--- src/rtl/vga_pkg.sv ---
`default_nettype none
// ============================================================================
//  Module      : vga_pkg
//  Description : Shared types, constants and the CGA 16-colour palette
//                function for the VGA pixel renderer.
//  Revision    : 1.0 - initial release
// ============================================================================
package vga_pkg;

    localparam int PIPE_DEPTH           = 3;
    localparam int CURSOR_BLINK_BIT_DEF = 3;
    localparam int CHAR_BLINK_BIT_DEF   = 4;
    localparam int FRAME_CNT_W          = 5;

    typedef struct packed {
        logic [3:0] r;
        logic [3:0] g;
        logic [3:0] b;
    } rgb_t;

    // CGA colour: each set primary bit gives 0xA, the intensity bit adds 0x5.
    // Colour 6 is the odd one out: its green is pulled down to make brown.
    function automatic rgb_t cga_to_rgb(input logic [3:0] c);
        rgb_t       rgb;
        logic [3:0] lift;
        lift  = c[3] ? 4'h5 : 4'h0;
        rgb.r = (c[2] ? 4'hA : 4'h0) + lift;
        rgb.g = (c[1] ? 4'hA : 4'h0) + lift;
        rgb.b = (c[0] ? 4'hA : 4'h0) + lift;
        if (c == 4'd6) begin
            rgb.g = 4'h5;
        end
        return rgb;
    endfunction

endpackage
`default_nettype wire

--- src/rtl/vga_pixel_renderer_if.sv ---
`default_nettype none
// ============================================================================
//  Module      : vga_pixel_renderer_if
//  Description : Frame-buffer cell outputs and font ROM port seen by the
//                pixel renderer. The renderer is the slave of the frame
//                buffer cell data and the address master of the font ROM.
//  Revision    : 1.0 - initial release
// ============================================================================
interface vga_pixel_renderer_if;

    logic [7:0]  glyph;
    logic [3:0]  foreground;
    logic [3:0]  background;
    logic        render_cursor;
    logic [1:0]  graphics_colour;
    logic [10:0] font_addr;
    logic [7:0]  font_data;

    modport master (
        output glyph, foreground, background, render_cursor, graphics_colour,
        output font_data,
        input  font_addr
    );

    modport slave (
        input  glyph, foreground, background, render_cursor, graphics_colour,
        input  font_data,
        output font_addr
    );

endinterface
`default_nettype wire

--- src/rtl/vga_palette.sv ---
`default_nettype none
// ============================================================================
//  Module      : vga_palette
//  Description : Combinational CGA 4-bit colour index to 4:4:4 RGB.
//  Revision    : 1.0 - initial release
// ============================================================================
module vga_palette
    import vga_pkg::*;
(
    input  wire logic [3:0] idx_i,
    output rgb_t            rgb_o
);

    assign rgb_o = cga_to_rgb(idx_i);

endmodule
`default_nettype wire

--- src/rtl/vga_pixel_renderer.sv ---
`default_nettype none
// ============================================================================
//  Module      : vga_pixel_renderer
//  Description : Three-stage pipeline turning frame-buffer text cells or
//                2-bit graphics pixels into CGA-palette RGB, with glyph
//                lookup in an external font ROM, cursor/character blink
//                and sync delay matched to the RGB path.
//  Revision    : 1.0 - initial release
// ============================================================================
module vga_pixel_renderer
    import vga_pkg::*;
#(
    parameter int CURSOR_BLINK_BIT = CURSOR_BLINK_BIT_DEF,
    parameter int CHAR_BLINK_BIT   = CHAR_BLINK_BIT_DEF
)(
    input  wire logic        clk,
    input  wire logic        reset_n,
    input  wire logic [9:0]  row,
    input  wire logic [9:0]  col,
    input  wire logic        is_blank,
    input  wire logic        hsync_in,
    input  wire logic        vsync_in,
    input  wire logic        graphics_enabled,
    input  wire logic        blink_enable,
    input  wire logic        cga_palette_sel,
    input  wire logic        cga_intensity,
    input  wire logic [3:0]  cga_bg_colour,
    vga_pixel_renderer_if.slave fb,
    output logic [3:0]       vga_r,
    output logic [3:0]       vga_g,
    output logic [3:0]       vga_b,
    output logic             vga_hsync,
    output logic             vga_vsync
);

    // Only the glyph-row and in-cell column bits matter to this block.
    wire logic unused_bits = ^{row[9:4], row[0], col[9:3]};

    // Stage 1: raw scan position, blank, syncs and mode
    logic [2:0] s1_row_q, s1_col_q;
    logic       s1_blank_q, s1_hs_q, s1_vs_q, s1_gfx_q;

    // Stage 2: resolved cell colours and blink/cursor decisions
    logic [2:0] s2_col_q;
    logic       s2_blank_q, s2_hs_q, s2_vs_q, s2_gfx_q;
    logic [3:0] s2_fg_q, s2_bg_idx_q, s2_gfx_idx_q;
    logic       s2_cursor_q, s2_hide_q;
    logic [3:0] s2_bg_idx_d, s2_gfx_idx_d;
    logic       s2_cursor_d, s2_hide_d, s2_blink_d;

    // Stage 3: output register
    rgb_t       rgb_q, rgb_d, pal_rgb;
    logic       hs_q, vs_q;
    logic [3:0] pix_idx;
    logic       pix_bit;

    logic [FRAME_CNT_W-1:0] frame_cnt_q, frame_cnt_d;

    // The font ROM registers this address itself, so it is driven straight
    // from the stage-1 row alongside the glyph arriving this cycle.
    assign fb.font_addr = {fb.glyph, s1_row_q};

    // Frame counter steps on a vsync rising edge seen against the stage-1 copy
    always_comb begin
        frame_cnt_d = frame_cnt_q;
        if (vsync_in && !s1_vs_q) begin
            frame_cnt_d = frame_cnt_q + 1'b1;
        end
    end

    // Cell attribute decode feeding stage 2
    always_comb begin
        s2_blink_d  = blink_enable && fb.background[3];
        s2_bg_idx_d = s2_blink_d ? {1'b0, fb.background[2:0]} : fb.background;
        s2_hide_d   = s2_blink_d && !frame_cnt_q[CHAR_BLINK_BIT];
        s2_cursor_d = fb.render_cursor && frame_cnt_q[CURSOR_BLINK_BIT];
        // {k, sel} is 2k+sel, giving colours 2/4/6 or 3/5/7
        s2_gfx_idx_d = {cga_intensity, fb.graphics_colour, cga_palette_sel};
        if (fb.graphics_colour == 2'd0) begin
            s2_gfx_idx_d = cga_bg_colour;
        end
    end

    // Pixel colour selection; cursor overrides the character-blink hide
    always_comb begin
        pix_bit = fb.font_data[3'd7 - s2_col_q];
        pix_idx = s2_bg_idx_q;
        if (s2_gfx_q) begin
            pix_idx = s2_gfx_idx_q;
        end else if (s2_cursor_q || (pix_bit && !s2_hide_q)) begin
            pix_idx = s2_fg_q;
        end
        rgb_d = s2_blank_q ? '0 : pal_rgb;
    end

    vga_palette u_palette (
        .idx_i (pix_idx),
        .rgb_o (pal_rgb)
    );

    // Pipeline registers and frame counter, cleared together on reset
    always_ff @(posedge clk or negedge reset_n) begin
        if (!reset_n) begin
            s1_row_q     <= '0;
            s1_col_q     <= '0;
            s1_blank_q   <= 1'b0;
            s1_hs_q      <= 1'b0;
            s1_vs_q      <= 1'b0;
            s1_gfx_q     <= 1'b0;
            s2_col_q     <= '0;
            s2_blank_q   <= 1'b0;
            s2_hs_q      <= 1'b0;
            s2_vs_q      <= 1'b0;
            s2_gfx_q     <= 1'b0;
            s2_fg_q      <= '0;
            s2_bg_idx_q  <= '0;
            s2_gfx_idx_q <= '0;
            s2_cursor_q  <= 1'b0;
            s2_hide_q    <= 1'b0;
            rgb_q        <= '0;
            hs_q         <= 1'b0;
            vs_q         <= 1'b0;
            frame_cnt_q  <= '0;
        end else begin
            s1_row_q     <= row[3:1];
            s1_col_q     <= col[2:0];
            s1_blank_q   <= is_blank;
            s1_hs_q      <= hsync_in;
            s1_vs_q      <= vsync_in;
            s1_gfx_q     <= graphics_enabled;
            s2_col_q     <= s1_col_q;
            s2_blank_q   <= s1_blank_q;
            s2_hs_q      <= s1_hs_q;
            s2_vs_q      <= s1_vs_q;
            s2_gfx_q     <= s1_gfx_q;
            s2_fg_q      <= fb.foreground;
            s2_bg_idx_q  <= s2_bg_idx_d;
            s2_gfx_idx_q <= s2_gfx_idx_d;
            s2_cursor_q  <= s2_cursor_d;
            s2_hide_q    <= s2_hide_d;
            rgb_q        <= rgb_d;
            hs_q         <= s2_hs_q;
            vs_q         <= s2_vs_q;
            frame_cnt_q  <= frame_cnt_d;
        end
    end

    assign vga_r     = rgb_q.r;
    assign vga_g     = rgb_q.g;
    assign vga_b     = rgb_q.b;
    assign vga_hsync = hs_q;
    assign vga_vsync = vs_q;

endmodule
`default_nettype wire

--- src/flat_wrapper.sv ---
// flat-port wrapper written by rule: the top's interface ports become plain ports
module vga_pixel_renderer_flat import vga_pkg::*;
#(
    parameter int CURSOR_BLINK_BIT = CURSOR_BLINK_BIT_DEF,
    parameter int CHAR_BLINK_BIT   = CHAR_BLINK_BIT_DEF
)
  (clk, reset_n, row, col, is_blank, hsync_in, vsync_in, graphics_enabled, blink_enable, cga_palette_sel, cga_intensity, cga_bg_colour, vga_r, vga_g, vga_b, vga_hsync, vga_vsync, fb_glyph, fb_foreground, fb_background, fb_render_cursor, fb_graphics_colour, fb_font_data, fb_font_addr);
  vga_pixel_renderer_if fb_i ();
  input  wire logic clk;
  input  wire logic reset_n;
  input  wire logic [9:0] row;
  input  wire logic [9:0] col;
  input  wire logic is_blank;
  input  wire logic hsync_in;
  input  wire logic vsync_in;
  input  wire logic graphics_enabled;
  input  wire logic blink_enable;
  input  wire logic cga_palette_sel;
  input  wire logic cga_intensity;
  input  wire logic [3:0] cga_bg_colour;
  output logic [3:0] vga_r;
  output logic [3:0] vga_g;
  output logic [3:0] vga_b;
  output logic vga_hsync;
  output logic vga_vsync;
  input wire logic [$bits(fb_i.glyph)-1:0] fb_glyph;
  input wire logic [$bits(fb_i.foreground)-1:0] fb_foreground;
  input wire logic [$bits(fb_i.background)-1:0] fb_background;
  input wire logic [$bits(fb_i.render_cursor)-1:0] fb_render_cursor;
  input wire logic [$bits(fb_i.graphics_colour)-1:0] fb_graphics_colour;
  input wire logic [$bits(fb_i.font_data)-1:0] fb_font_data;
  output wire logic [$bits(fb_i.font_addr)-1:0] fb_font_addr;
  assign fb_i.glyph = fb_glyph;
  assign fb_i.foreground = fb_foreground;
  assign fb_i.background = fb_background;
  assign fb_i.render_cursor = fb_render_cursor;
  assign fb_i.graphics_colour = fb_graphics_colour;
  assign fb_i.font_data = fb_font_data;
  assign fb_font_addr = fb_i.font_addr;
  vga_pixel_renderer #(.CURSOR_BLINK_BIT(CURSOR_BLINK_BIT), .CHAR_BLINK_BIT(CHAR_BLINK_BIT)) u_core (.clk(clk), .reset_n(reset_n), .row(row), .col(col), .is_blank(is_blank), .hsync_in(hsync_in), .vsync_in(vsync_in), .graphics_enabled(graphics_enabled), .blink_enable(blink_enable), .cga_palette_sel(cga_palette_sel), .cga_intensity(cga_intensity), .cga_bg_colour(cga_bg_colour), .fb(fb_i), .vga_r(vga_r), .vga_g(vga_g), .vga_b(vga_b), .vga_hsync(vga_hsync), .vga_vsync(vga_vsync));
endmodule
--- config.mk ---
export PLATFORM = sky130hd
export DESIGN_NAME = vga_pixel_renderer_flat
export DESIGN_NICKNAME = d
export VERILOG_FILES = /design/src/rtl/vga_pkg.sv /design/src/rtl/vga_pixel_renderer_if.sv /design/src/rtl/vga_palette.sv /design/src/rtl/vga_pixel_renderer.sv /design/src/flat_wrapper.sv
export SDC_FILE = /design/constraint.sdc
export NUM_CORES = 1
export LEC_CHECK = 0
export BUFFER_PORTS_ARGS = -buffer_cell sky130_fd_sc_hd__buf_2
export CAP_MARGIN = 0
export CORE_MARGIN = 2
export CORE_UTILIZATION = 40
export CTS_BUF_LIST = sky130_fd_sc_hd__clkbuf_4 sky130_fd_sc_hd__clkbuf_8 sky130_fd_sc_hd__clkbuf_16
export CTS_CLUSTER_SIZE = 10
export DETAILED_ROUTE_END_ITERATION = 10
export PLACE_DENSITY = 0.84
export SYNTH_ARGS = -nofsm -noshare
export SYNTH_HDL_FRONTEND = slang
export SYNTH_SLANG_ARGS = --single-unit
export TNS_END_PERCENT = 5
--- constraint.sdc ---
create_clock -name clk -period 1.72 [get_ports clk]
set_input_delay 0.344 -clock clk [delete_from_list [all_inputs] [get_ports clk]]
set_output_delay 0.344 -clock clk [all_outputs]
set_load 0.01 [all_outputs]
==> results of run 1 <==
## layer usage
layer / vias to the layer above / share of wire / GRT usage / routed length (um)
met5: - / 0 / 0 / 0
met4: 0 / 0.022 / 0.0725 / 61
met3: 11 / 0.10 / 0.0510 / 276
met2: 51 / 0.49 / 0.218 / 1360
met1: 478 / 0.39 / 0.161 / 1070
li1: 485 / - / - / -
## what timing repair did
action,CTS,global route
hold endpoints to repair,17,0
endpoints found under the setup margin,5,5
hold buffers,1,0
pin swaps,2,1
buffers inserted,0,0
resized for setup,2,1
## final cells by class
type	instances	area (sq um)	share of cell area
tap	50	62.6	0.0310
inverter	6	22.5	0.0112
clock buffer	7	90.1	0.0447
sequential	43	1080	0.534
clock inverter	1	8.76	0.00435
timing repair buffer	60	318	0.158
multi-input combinational	53	438	0.217
## state kept, by name (all words and copies together) (netlist names), 2 cells and up
name / count
u_core.vga_r: 2
u_core.s2_gfx_idx_q: 4
u_core.s2_fg_q: 4
u_core.s2_col_q: 3
u_core.s1_row_q: 3
u_core.s1_col_q: 3
u_core.s2_bg_idx_q: 4
u_core.vga_g: 2
u_core.frame_cnt_q: 5
## worst max-delay path, delay by kind of cell (launching register included)
kind | cells | cell delay (ns)
flops | 1 | 0.38
compound gates | 3 | 0.69
simple gates | 1 | 0.19
mux | 1 | 0.53
## synth_stat cells
cell type / number / area share
nor3_1: 1 / 0.0031
dfrtp_1: 43 / 0.66
nand2b_4: 1 / 0.0084
mux2i_1: 3 / 0.018
a21oi_1: 1 / 0.0031
mux4_2: 1 / 0.014
a2111oi_0: 2 / 0.011
o211a_1: 1 / 0.0061
a2111o_1: 1 / 0.0069
o21ai_0: 2 / 0.0061
nor2b_1: 2 / 0.0076
and2_1: 1 / 0.0038
o211ai_1: 1 / 0.0046
xor2_1: 1 / 0.0053
and2_2: 1 / 0.0046
xnor2_1: 3 / 0.016
o32ai_1: 2 / 0.011
or3_1: 2 / 0.0076
inv_1: 6 / 0.014
nand2_1: 2 / 0.0046
a21o_1: 2 / 0.0092
a311oi_1: 1 / 0.0053
a31oi_1: 1 / 0.0038
buf_4: 16 / 0.073
a211o_1: 1 / 0.0053
or2_2: 1 / 0.0038
and2b_1: 1 / 0.0046
ha_1: 1 / 0.0076
or2b_2: 1 / 0.0053
nor2_1: 9 / 0.021
o21bai_1: 1 / 0.0046
mux2_2: 3 / 0.021
nand4_1: 2 / 0.0076
a221oi_4: 1 / 0.016
## per-stage QoR
| stage | hold slack, ns | setup WS, ns | utilization | area, sq um | instances |
|---|---|---|---|---|---|
| floorplan | 0.0484 | -0.0294 | - | 1650 | 118 |
| global placement | 0.281 | -0.212 | 0.477 | 1900 | 211 |
| detailed placement | 0.293 | -0.224 | 0.477 | 1900 | 211 |
| CTS | 0.147 | -0.163 | 0.506 | 2010 | 220 |
| global route | 0.135 | -0.281 | 0.508 | 2020 | 220 |
| finish | 0.150 | -0.172 | 0.508 | 2020 | 220 |
## cells in the final DEF (no fill, tap or decap), types with 2 or more instances in the layout
cell / n
nor2_1: 9
o21ai_0: 2
mux2i_1: 3
o32ai_1: 2
nand2_1: 2
nand4_1: 2
buf_4: 5
nor2b_1: 2
inv_1: 6
dfrtp_1: 43
clkbuf_8: 6
mux2_2: 3
a2111oi_2: 2
or3_1: 2
xnor2_1: 3
buf_2: 54
a21o_1: 2
## final timing paths
path / cells past startpoint / startpoint / endpoint / slack [ns]
max: 5 / u_core.s2_col_q[0] / u_core.vga_g[2] / -0.17
min: 1 / row[1] / u_core.s1_row_q[0] / 0.15
max reg2reg: 5 / u_core.s2_col_q[0] / u_core.vga_g[2] / -0.17
min reg2reg: 0 / u_core.s1_col_q[2] / u_core.s2_col_q[2] / 0.35
max in group asynchronous: 3 / reset_n / u_core.s2_gfx_q / 0.71
min in group asynchronous: 2 / reset_n / u_core.s2_fg_q[1] / 0.50
## power groups by stage
stage,Combinational [mW],Clock (mW),Sequential [mW]
finish,0.361,0.656,1.23
CTS,0.364,0.671,1.23
global route,0.409,0.735,1.25
detailed placement,0.359,0,1.25
floorplan,0.249,0,1.24
global placement,0.340,0,1.24
## logic make-up after synthesis
family	Yosys count	synth area share
buffers and inverters	22	0.0871
AOI/OAI and AO/OA	17	0.0924
and+or+nand+nor	24	0.0817
adders and majority gates	1	0.00764
xor gates and xnor gates	4	0.0214
DFF	43	0.657
muxes	7	0.0527
==> summary.md, run 1 <==
| Metric | Value |
|---|---|
| CTS sink count | `43` |
| Fin nets | `230` |
| Ports | `85` |
| Tightest Pin Transition | `0.395 ns` |
| Register bit count reported by yosys | `43` |
| Power, Total | `2.25 mW` |
| Post-Route Setup TNS | `-0.538 ns` |
| Min Tclk post-route | `1.89 ns` |
| Post-route ant nets | `0` |
| Post-Syn Area per Cell | `13.9 sq um` |
| Remaining DRCs | `0` |
| Violated checks | `negative setup slack` |
| Hold Path Class | `in -> reg` |
| Tcrit/Tclk final | `1.10` |
| Tot GR Track Use | `0.137` |
| Slew HR | `0.736` |
| Die Area | `approximately 4600 sq um` |
| Worst path slowest cell | `mux4_2` |
| Layout cells sized above 1 | `0.465` |
| Status | `finished with violations` |
| Worst Path Required | `1.91 ns` |
| Internal | `1.67 mW` |
| Longest Clk Path Bufs | `2` |
| Max Slew Vio Count | `0` |
| RSZ-0062 raised after global routing | `yes` |
| Routability cong. | `0.815` |
| Cell variety after synth | `34` |
| 1st-pass router iterations | `4` |
| # H-tree levels | `2` |
| Max incr delay on CP | `around 0.53 ns` |
| Sequential Power Share | `0.548` |
| CTS buffer count | `5` |
| Peak VDD IR | `0.797 mV` |
| Finish-stage setup viols | `5` |
| Horiz. Die Dim | `just under 70 um` |
| Initial core utilization | `0.412` |
| Sequential fraction of the synthesis area | `0.657` |
| Fmax | `529 MHz` |
| PD cells | `between 1000 and 1500 nW/um^2` |
| Largest net degree at the start of global routing | `20` |
| Iteration-0 DRC Markers | `15` |
| Row cnt | `23` |
| CTS root buf | `clkbuf_8` |
| Clock latency on the worst-skew pair | `roughly 0.29 ns` |
| CTS tree | `done` |
| P&R area growth vs syn | `23.1%` |
| DR vias | `1025` |
| WS Path Type | `reg -> reg` |
| CP Data Arrival Time | `2.08 ns` |
| Routed WL | `2760 um` |
| Vias in the first global route | `1016` |
| HPWL after detailed placement | `2190 um` |
| Clock transition at path regs | `0.07 ns` |
| Final hold violations | `0` |
| Clk pwr share | `0.292` |
| Power share of the combinational group | `0.160` |
| Sw Pwr | `0.574 mW` |
| Worst-path cell chain | `mux4_2 -> nand2b_4 -> a21o_1 -> a211o_1 -> o32ai_1` |
| Number of diodes | `0` |
| GRT overflow | `0` |
| Initial antenna violation count | `0` |
| Max-Cap Viols | `0` |
| # fillers | `348` |
| Crit Path Max Fanout | `6` |
| Die height | `68.0 um` |
| Clock skew | `0.00575 ns` |
| Post-Syn Nets | `179` |
| Yosys warns | `0` |
| Critical path endpoint category | `flip-flop` |
| Setup ws final | `-0.172 ns` |
| Sw Share | `0.255` |
| Mapped cell area | `about 1600 sq um` |
| WL per Instance | `approximately 13 um` |
| Critical Path Start Type | `flip-flop` |
| First-pass GRT wire length | `4460 um` |
| Static Leak | `1.00 nW` |
| Vias/cell | `roughly 4.7` |
| Synth Instances | `approximately 120` |
| Core area | `around 4000 sq um` |
| Port Buffers | `54` |
Note: power is estimated with default switching activity, not from simulation.
==> inputs of run 2 (changes only) <==
Settings changed: CORE_UTILIZATION 40 to 49, PLACE_DENSITY 0.84 to 0.92, SYNTH_HIERARCHICAL set to 1.
Clock period 1.72 ns to 2.4 ns, I/O delays scaled along.
==> run 2 against run 1 <==
  * The run now ends clean
  * Core utilization is 8.2 points higher
  * Synthesized area rose by 12%
  * Clock-buffer cell count is 2 lower
  * Critical path depth rose by 1
  * Setup slack improved by 0.33 ns
  * Power is 19% lower
  * Clock skew shrank 0.0014 ns
  * Register-to-register slack gained 0.33 ns
  * Largest power group unchanged
==> summary.md, run 2 <==
| Metric | Value |
|---|---|
| Register bit count reported by yosys | `50` |
| Min Tclk post-route | `2.24 ns` |
| Max-Cap Viols | `0` |
| Metal1 wirelength | `957 um` |
| Hold slack | `0.256 ns` |
| PD cells | `848 nW/um^2` |
| Most common cell after layout, fill and taps aside | `buf_2` |
| Sequential fraction of the synthesis area | `0.680` |
| WL met3 | `210 um` |
| Yosys warns | `6` |
| Vias/cell | `4.70` |
| Mapped cell area | `1840 sq um` |
| GRT overflow | `0` |
| Routability cong. | `0.790` |
| Max Slew Vio Count | `0` |
| Largest cells by area after synthesis | `dfrtp_1, buf_4, nor2b_1` |
| Fin cells | `224` |
| Initial core utilization | `0.506` |
| Finish-stage setup viols | `0` |
| Vias in the first global route | `1087` |
| Register-to-register setup slack | `0.16 ns` |
| Tcrit/Tclk final | `0.932` |
| Synth Instances | `roughly 130` |
| Async SR Flop Fraction | `1.00` |
| Largest register FFs | `5` |
| DR vias | `1053` |
| Top-count cell post-synth | `dfrtp_1` |
| Setup bufs post-CTS | `0` |
| Fin nets | `236` |
| Post-Syn Nets | `between 150 and 200` |
| Clock latency on the worst-skew pair | `0.30 ns` |
| Horiz. Die Dim | `65.3 um` |
| Reg with most FFs | `u_core/frame_cnt_q` |
| Top Metal Used | `met4` |
| Fmax | `447 MHz` |
| Reg2Reg Launch Point | `u_core/s2_col_q[0]` |
| Die Area | `approximately 4300 sq um` |
| Cell variety after synth | `23` |
| Iteration-0 DRC Markers | `31` |
| Number of diodes | `0` |
| # resized after CTS | `0` |
| Critical path endpoint category | `flip-flop` |
| Top cells by count, synth | `dfrtp_1, nor2b_1, buf_4` |
| Longest Clk Path Bufs | `2` |
| # fillers | `roughly 320` |
| CTS buffer count | `5` |
| Routed WL | `2640 um` |
| Worst R2R End | `u_core/vga_g[1]` |
| HPWL after detailed placement | `2070 um` |
| CP Data Arrival Time | `2.41 ns` |
| Layout cells sized above 1 | `0.386` |
| Hold Path Class | `in -> async` |
| Cell taking the most area after synthesis | `dfrtp_1` |
| Worst Path Required | `2.57 ns` |
| Top_reg_cell synth | `dfrtp_1` |
| Met2 WL | `1440 um` |
| Footprint of the multi-input gates | `approximately 430 sq um` |
| Tot GR Track Use | `0.138` |
| Ports | `85` |
| Post-Syn Area per Cell | `13.8 sq um` |
| RSZ-0062 raised after global routing | `no` |
| Status | `finished clean` |
| Crit Path Max Fanout | `6` |
| CTS root buf | `clkbuf_8` |
| Static Leak | `1.07 nW` |
| Post-route ant nets | `0` |
| Clock skew | `0.00435 ns` |
| Initial antenna violation count | `0` |
| First-pass GRT wire length | `4280 um` |
| Peak VDD IR | `0.516 mV` |
| Post-synth EDFFs | `0` |
| Clock transition at path regs | `approximately 0.080 ns` |
| Synth top area share | `0.680` |
| P&R area growth vs syn | `16.5%` |
| Most frequent cells in the layout | `buf_2, dfrtp_1, nor2b_1, o21ai_0, nand2_1` |
| Core area | `between 3000 and 4000 sq um` |
| Tightest Pin Transition | `roughly 0.78 ns` |
| Power, Total | `1.82 mW` |
| Post-Route Setup TNS | `0 ns` |
| Remaining DRCs | `0` |
| 1st-pass router iterations | `4` |
| Port Buffers | `54` |
| Largest net degree at the start of global routing | `39` |
| Final hold violations | `0` |
| CTS tree | `done` |
| FF+latch area | `about 1300 sq um` |
| WS Path Type | `reg -> reg` |
| Critical Path Start Type | `flip-flop` |
| Die height | `between 60 and 70 um` |
| CTS sink count | `50` |
| Placed Cells | `216` |
| Row cnt | `22` |
| # H-tree levels | `2` |
| Logic depth of the worst register-to-register path | `6` |
| Slew HR | `0.483` |
| WL per Instance | `11.8 um` |
| CTS Hold Bufs | `0` |
[run 2: cell types whose count changed in the layout (fill, tap and decap cells not counted), sizes merged, moves of 4 or more]
cell / delta
o21ai: +4
o221a: +4
dfrtp: +7
buf: -4
nand2: +4
nor2: -5
nor2b: +17
[run 2: critical path, cell delays in order (launching register included)]
cell and delay [ns]:
dfrtp_1 0.43, mux4_1 0.57, nor2_1 0.14, o21ai_0 0.20, o221a_1 0.35, o31a_1 0.30
nor2b_1 0.13
[run 2: worst max-delay path by stage]
stage | from | endpoint | slack, ns | cells past startpoint
3_5_place_dp | fb_font_data[6] | u_core/vga_g[1] | 0.07 | 7
6_report | u_core/s2_col_q[0] | u_core/vga_g[1] | 0.16 | 6
4_1_cts | u_core/s2_col_q[0] | u_core/vga_g[1] | 0.14 | 6
5_1_grt | u_core/s2_col_q[0] | u_core/vga_g[1] | 0.06 | 6
2_1_floorplan | fb_font_data[6] | u_core/vga_g[3] | 0.21 | 7
3_3_place_gp | fb_font_data[6] | u_core/vga_g[3] | 0.09 | 7
[run 2: kinds of logic (layout without fill, tap and decap cells)]
group / count (synthesis) / after routing / share of synthesized area
and+or+nand+nor: 34 / 34 / 0.105
xor gates and xnor gates: 4 / 4 / 0.0191
muxes: 6 / 6 / 0.0435
AOI/OAI and AO/OA: 14 / 14 / 0.0599
adders and majority gates: 1 / 1 / 0.00680
DFF: 50 / 50 / 0.680
buffers and inverters: 24 / 67 / 0.0857
[run 2: metrics by stage]
stage          utilization  worst slack, ns  instance area (sq um)
2_1_floorplan            -            0.211                   1840
6_report             0.590            0.163                   2140
3_5_place_dp         0.560           0.0654                   2030
4_1_cts              0.590            0.136                   2140
3_3_place_gp         0.560           0.0903                   2030
5_1_grt              0.590           0.0563                   2140
[run 2: power by group]
group          total [mW]  internal [mW]  switching, mW
combinational       0.253          0.141          0.112
sequential           1.01          0.944         0.0662
clock               0.554          0.306          0.248
total                1.82           1.39          0.426
[run 2: final cells by class]
class / count / share of cell area
clock buffers: 5 / 0.0321
clock inverters: 3 / 0.0187
inverters: 4 / 0.00701
multi-input cells: 59 / 0.201
flip-flops and latches: 50 / 0.584
well taps: 48 / 0.0280
repair buffers: 55 / 0.130
[run 2: per-layer routing]
| metal | track usage | up-vias |
|---|---|---|
| met5 | 0 | - |
| met1 | 0.130 | 500 |
| met4 | 0.0547 | 0 |
| li1 | - | 502 |
| met2 | 0.260 | 46 |
| met3 | 0.0565 | 5 |
